**src/rtl/sub16_pkg.sv**
```systemverilog
// Shared definitions for the nibble-serial 16-bit subtractor: default geometry,
// FSM state encoding and small helpers used by the top level.
package sub16_pkg;

  localparam int SUB_WIDTH = 16;
  localparam int SUB_DIGIT = 4;
  localparam int SUB_NDIG  = SUB_WIDTH / SUB_DIGIT;

  // A single-digit configuration still needs a 1-bit counter to be legal.
  function automatic int cnt_width(input int ndig);
    return (ndig > 1) ? $clog2(ndig) : 1;
  endfunction

  localparam int SUB_CNT_W = cnt_width(SUB_NDIG);

  typedef enum logic {
    ST_IDLE = 1'b0,
    ST_RUN  = 1'b1
  } sub_state_e;

  // Signed overflow of a - b: operands of opposite sign and the result sign
  // differs from the minuend.
  function automatic logic sub_ovf(input logic a_msb, input logic b_msb,
                                   input logic d_msb);
    return (a_msb != b_msb) && (d_msb != a_msb);
  endfunction

endpackage

```
**src/rtl/sub16_nibble_serial_cla4_slice.sv**
```systemverilog
// Combinational W-bit carry-lookahead adder slice; also exports group
// generate/propagate so it can be chained into a two-level lookahead later.
module cla4_slice #(
  parameter int W = 4
) (
  input  logic [W-1:0] x,
  input  logic [W-1:0] y,
  input  logic         cin,
  output logic [W-1:0] s,
  output logic         cout,
  output logic         grp_g,
  output logic         grp_p
);

  logic [W-1:0] g;
  logic [W-1:0] p;
  logic [W:0]   c;
  logic         acc;
  logic         prod;
  logic         acc_nocin;

  // Each carry is the flat sum-of-products of generates masked by the
  // propagates above them, so no carry depends on a previous carry.
  always_comb begin
    g         = x & y;
    p         = x ^ y;
    c         = '0;
    c[0]      = cin;
    acc       = 1'b0;
    prod      = 1'b1;
    acc_nocin = 1'b0;
    for (int i = 0; i < W; i++) begin
      acc  = 1'b0;
      prod = 1'b1;
      for (int j = i; j >= 0; j--) begin
        acc  = acc | (prod & g[j]);
        prod = prod & p[j];
      end
      acc_nocin = acc;
      c[i+1]    = acc | (prod & cin);
    end
  end

  assign s     = p ^ c[W-1:0];
  assign cout  = c[W];
  assign grp_g = acc_nocin;
  assign grp_p = &p;

endmodule

```
**src/rtl/sub16_nibble_serial.sv**
```systemverilog
// Multi-cycle subtractor: diff = a - b - bin, one DIGIT-wide digit per clock
// through a single lookahead slice fed ~b with carry-in = ~borrow.
module sub16_nibble_serial
  import sub16_pkg::*;
#(
  parameter int WIDTH = SUB_WIDTH,
  parameter int DIGIT = SUB_DIGIT
) (
  input  logic             clk,
  input  logic             rst_n,
  input  logic             start,
  input  logic [WIDTH-1:0] a,
  input  logic [WIDTH-1:0] b,
  input  logic             bin,
  output logic             busy,
  output logic             done,
  output logic [WIDTH-1:0] diff,
  output logic             bout,
  output logic             ovf,
  output logic             zero
);

  localparam int NDIG  = WIDTH / DIGIT;
  localparam int CNT_W = cnt_width(NDIG);
  localparam logic [CNT_W-1:0] LAST_DIG = CNT_W'(NDIG - 1);

  sub_state_e       state_q, state_d;
  logic [CNT_W-1:0] cnt_q, cnt_d;
  logic [WIDTH-1:0] a_q, a_d;
  logic [WIDTH-1:0] b_q, b_d;
  logic             borrow_q, borrow_d;
  logic [WIDTH-1:0] diff_q, diff_d;
  logic             bout_q, bout_d;
  logic             ovf_q, ovf_d;
  logic             zero_q, zero_d;
  logic             done_q, done_d;

  logic [DIGIT-1:0] a_dig;
  logic [DIGIT-1:0] b_dig;
  logic [DIGIT-1:0] slice_s;
  logic             slice_cout;
  logic             slice_g;
  logic             slice_p;
  logic [WIDTH-1:0] diff_step;
  logic             unused_slice_gp;

  always_comb begin
    a_dig = a_q[int'(cnt_q) * DIGIT +: DIGIT];
    b_dig = b_q[int'(cnt_q) * DIGIT +: DIGIT];
  end

  cla4_slice #(
    .W (DIGIT)
  ) u_slice (
    .x     (a_dig),
    .y     (~b_dig),
    .cin   (~borrow_q),
    .s     (slice_s),
    .cout  (slice_cout),
    .grp_g (slice_g),
    .grp_p (slice_p)
  );

  assign unused_slice_gp = slice_g ^ slice_p;

  // diff with the current digit merged in; on the last digit this is the
  // complete result, which the flags are computed from.
  always_comb begin
    diff_step = diff_q;
    diff_step[int'(cnt_q) * DIGIT +: DIGIT] = slice_s;
  end

  always_comb begin
    state_d  = state_q;
    cnt_d    = cnt_q;
    a_d      = a_q;
    b_d      = b_q;
    borrow_d = borrow_q;
    diff_d   = diff_q;
    bout_d   = bout_q;
    ovf_d    = ovf_q;
    zero_d   = zero_q;
    done_d   = 1'b0;
    unique case (state_q)
      ST_IDLE: begin
        if (start) begin
          a_d      = a;
          b_d      = b;
          borrow_d = bin;
          cnt_d    = '0;
          state_d  = ST_RUN;
        end
      end
      ST_RUN: begin
        diff_d   = diff_step;
        borrow_d = ~slice_cout;
        cnt_d    = cnt_q + 1'b1;
        if (cnt_q == LAST_DIG) begin
          state_d = ST_IDLE;
          cnt_d   = '0;
          done_d  = 1'b1;
          bout_d  = ~slice_cout;
          ovf_d   = sub_ovf(a_q[WIDTH-1], b_q[WIDTH-1], diff_step[WIDTH-1]);
          zero_d  = (diff_step == '0);
        end
      end
      default: state_d = ST_IDLE;
    endcase
  end

  always_ff @(posedge clk or negedge rst_n) begin
    if (!rst_n) begin
      state_q  <= ST_IDLE;
      cnt_q    <= '0;
      a_q      <= '0;
      b_q      <= '0;
      borrow_q <= 1'b0;
      diff_q   <= '0;
      bout_q   <= 1'b0;
      ovf_q    <= 1'b0;
      zero_q   <= 1'b0;
      done_q   <= 1'b0;
    end else begin
      state_q  <= state_d;
      cnt_q    <= cnt_d;
      a_q      <= a_d;
      b_q      <= b_d;
      borrow_q <= borrow_d;
      diff_q   <= diff_d;
      bout_q   <= bout_d;
      ovf_q    <= ovf_d;
      zero_q   <= zero_d;
      done_q   <= done_d;
    end
  end

  assign busy = (state_q == ST_RUN);
  assign done = done_q;
  assign diff = diff_q;
  assign bout = bout_q;
  assign ovf  = ovf_q;
  assign zero = zero_q;

endmodule

```
**config.mk**
```make
export PLATFORM = sky130hd
export DESIGN_NAME = sub16_nibble_serial
export DESIGN_NICKNAME = d
export VERILOG_FILES = /design/src/rtl/sub16_pkg.sv /design/src/rtl/sub16_nibble_serial_cla4_slice.sv /design/src/rtl/sub16_nibble_serial.sv
export SDC_FILE = /design/constraint.sdc
export NUM_CORES = 1
export LEC_CHECK = 0
export ABC_CLOCK_PERIOD_IN_PS = 3300
export BUFFER_PORTS_ARGS = -buffer_cell sky130_fd_sc_hd__buf_2
export CORE_AREA = 2 2 83 69
export DETAILED_ROUTE_END_ITERATION = 6
export DIE_AREA = 0 0 85 71
export GPL_TIMING_DRIVEN = 0
export PLACE_DENSITY_LB_ADDON = 0.2
export SLEW_MARGIN = 25
export SYNTH_ARGS = -nofsm -noshare
export SYNTH_HDL_FRONTEND = slang
export SYNTH_SLANG_ARGS = --single-unit
export TNS_END_PERCENT = 5
```
**constraint.sdc**
```tcl
create_clock -name clk -period 3.3 [get_ports clk]
set_input_delay 0.66 -clock clk [delete_from_list [all_inputs] [get_ports clk]]
set_output_delay 0.66 -clock clk [all_outputs]
set_load 0.01 [all_outputs]
```
==> metrics.md <==
| Metric | Value |
|---|---|
| Drt total wl | 5440 microns |
| WL per Instance | 15.5 microns |
| Most common cell after layout, fill and taps aside | buf_2 |
| Hold/Removal Path Class | input pin to asynchronous set/reset pin |
| Final Hold Fails | 0 |
| Synth Register Bits | 56 |
| Starting density of the core | 52.0% |
| CTS Root Cell | clkbuf_8 |
| Fin crit share | about nine tenths |
| RSZ-0062 raised after global routing | no |
| Setup Skew | 0.0111 ns |
| # IOs | 57 |
| First-pass GRT wire length | 9380 microns |
| Prevailing post-synth register cell | dfrtp_1 |
| H-tree depth | 2 |
| Clk_lat worst skew | 0.31 ns |
| Syn_area_per_cell | 12.2 sq um |
| Sequential cell area | approximately 0.0014 sq mm |
| Power per Cell Area | 1180 mW/mm^2 |
| IO Port Bufs | 56 |
| Final worst slack | between 0.2 and 0.3 ns |
| Setup TNS | 0 ns |
| Leak | 1.51 nW |
| Critical path launch point type | flip-flop |
| Worst Path Class, Setup | flip-flop to flip-flop |
| FF-to-FF Start | cnt_q[0] |
| Fmax | 333 MHz |
| Worst reg-to-reg setup slack | 0.30 ns |
| Fillers | 454 |
| CTS sink cnt | 56 |
| Largest net degree at the start of global routing | 57 |
| FP Rows | 24 |
| Post-route minimum period | 3.00 ns |
| 1st-iter DRT viols | 74 |
| DIE AREA | 0.00604 sq mm |
| HPWL after DPL | 4100 microns |
| Most frequent cells in the layout | 59 x buf_2, 56 x dfrtp_1, 26 x nand2_1 |
| Register area share after synthesis | 51.3% |
| Synth cell types | 40 |
| Register-to-Register Path Depth | 8 |
| Antenna cells | 0 |
| Synth Instances | between 200 and 250 |
| Total power | approximately 3.8 mW |
| Dpl ws | 0.318 ns |
| Total GRT Usage | around a fifth |
| Vias/cell | between 5 and 6 |
| Number of max-cap violations | 0 |
| Max clock buf depth | 2 |
| Multi-input gate area | roughly 0.0013 sq mm |
| Tightest Pin Transition | 0.696 ns |
| Design Area, Final | 0.00319 sq mm |
| Slew HR | approximately 54% |
| Cts hold-fix bufs | 0 |
| Worst vdd ir | 0.000567 V |
| Die width | 85 microns |
| Chip height | 71 microns |
| Post-synth EDFFs | 0 |
| Placed cell area | approximately 0.0031 sq mm |
| Status | finished clean |
| Vias in the first global route | 2,029 |
| Hold WS | 0.387 ns |
| Reg-to-reg endpoint | ovf |
| Antenna violations before repair | 0 |
| YS warnings | 0 |
| DRC violations left | 0 |
| Worst path required time | about 3.5 ns |
| CTS resizes | 0 |
| Gr ovfl total | 0 |
| First-pass iteration count of the detailed router | 4 |
| Layout Nets | 334 |
| Layout Area Growth over Synthesis | 16.7% |
| Mapped Area | about 0.0027 sq mm |
| Fraction of layout cells with a size suffix above 1 | approximately 32% |
| CTS tree | done |
| Nature of the critical path endpoint | flip-flop |
| Max-slew violation count | 0 |
| Routed Antenna Nets | 0 |
| Final Setup Violations | 0 |
| CP Max Fanout | 10 |
| Area of the core | 0.00526 sq mm |
| CTS Buf Count | 5 |
| Async set-reset flop share out of synthesis | 100% |
| Net Count, Synth | 271 |
| Clock slew seen by the registers of the worst setup and hold paths | 0.10 ns |
| Gpl congestion | 0.778 |
| Vias | 1,940 |
| Postcts setup bufs | 0 |
| Critical path arrival | 3.18 ns |
## per-layer routing
metal | GRT usage [%] | vias up | part of all wire (%)
met5 | 0 | - | 0
met4 | 3.88 | 0 | 0.42
met3 | 4.55 | 4 | 5.1
met2 | 31.9 | 47 | 46
met1 | 26.8 | 969 | 49
li1 | - | 920 | -
## logic make-up (layout without fill, tap and decap cells)
group                      Yosys count  after routing  share of synthesized area, %
adders and majority gates           12             12                          5.77
AOI/OAI and AO/OA                   34             34                          8.43
and+or+nand+nor                     59             59                          10.7
buffers and inverters               19             83                          2.79
muxes                               41             41                          20.3
xor gates and xnor gates             2              2                         0.641
DFF                                 56             56                          51.3
## how the worst max path moves through the flow
stage          cells past startpoint  slack, ns        to      from
3_3_place_gp                       8       0.37       ovf  cnt_q[0]
5_1_grt                            8       0.14  diff[15]  cnt_q[0]
2_1_floorplan                      8       0.71       ovf  cnt_q[0]
3_5_place_dp                       8       0.32       ovf  cnt_q[0]
6_report                           8       0.30       ovf  cnt_q[0]
4_1_cts                            8       0.29       ovf  cnt_q[0]
## cell type report
cell class	count	area share, %
Clock inverter	2	0.314
Multi-Input combinational cell	148	39.3
Clock buffer	6	2.59
Inverter	12	1.41
Tap cell	65	2.55
Sequential cell	56	44.0
Timing Repair Buffer	56	8.87
Buffer	7	0.981
## synth_stat cells (all sizes together) (2+ instances only)
| cell type | instances | share of area, % |
|---|---|---|
| nor3 | 2 | 0.37 |
| o22ai | 2 | 0.46 |
| inv | 12 | 1.6 |
| mux4 | 8 | 6.7 |
| nor2b | 5 | 1.1 |
| o21ai | 18 | 3.3 |
| nor2 | 9 | 1.2 |
| dfrtp | 56 | 51 |
| a21oi | 4 | 0.73 |
| buf | 5 | 0.87 |
| ha | 11 | 5.0 |
| nand3 | 4 | 1.2 |
| a2111oi | 2 | 1.4 |
| o31ai | 2 | 0.55 |
| nor4 | 4 | 0.92 |
| a211oi | 3 | 1.2 |
| mux2 | 33 | 14 |
| nand2 | 26 | 3.6 |
| or2 | 2 | 0.46 |
| clkbuf | 2 | 0.27 |
## metrics by stage
stage	utilization [%]	cells
after floorplan	-	223
after detailed placement	58.9	344
final	60.7	352
after global placement	58.9	344
after CTS	60.7	352
after global routing	60.7	352
## state kept, by name (all words and copies together), names as in the netlist
name	flops
a_q	16
b_q	16
borrow_q	1
bout	1
busy	1
cnt_q	2
diff	16
done	1
ovf	1
zero	1
## critical path: stages, from the launching register on
cell	delay, ns
dfrtp_1	0.55
buf_2	0.37
mux4_2	0.56
ha_1	0.37
nand3_1	0.10
a21oi_1	0.32
a2111oi_4	0.06
a2111oi_1	0.44
a211oi_2	0.10
## power breakdown
group          internal [mW]  switching, mW  leakage, nW  total, mW
clock                  0.168          0.220       0.0510      0.388
sequential              1.00          0.203        0.694       1.21
combinational          0.934           1.24        0.767       2.17
total                   2.11           1.66         1.51       3.77
Power figures use the tool's default switching activity.
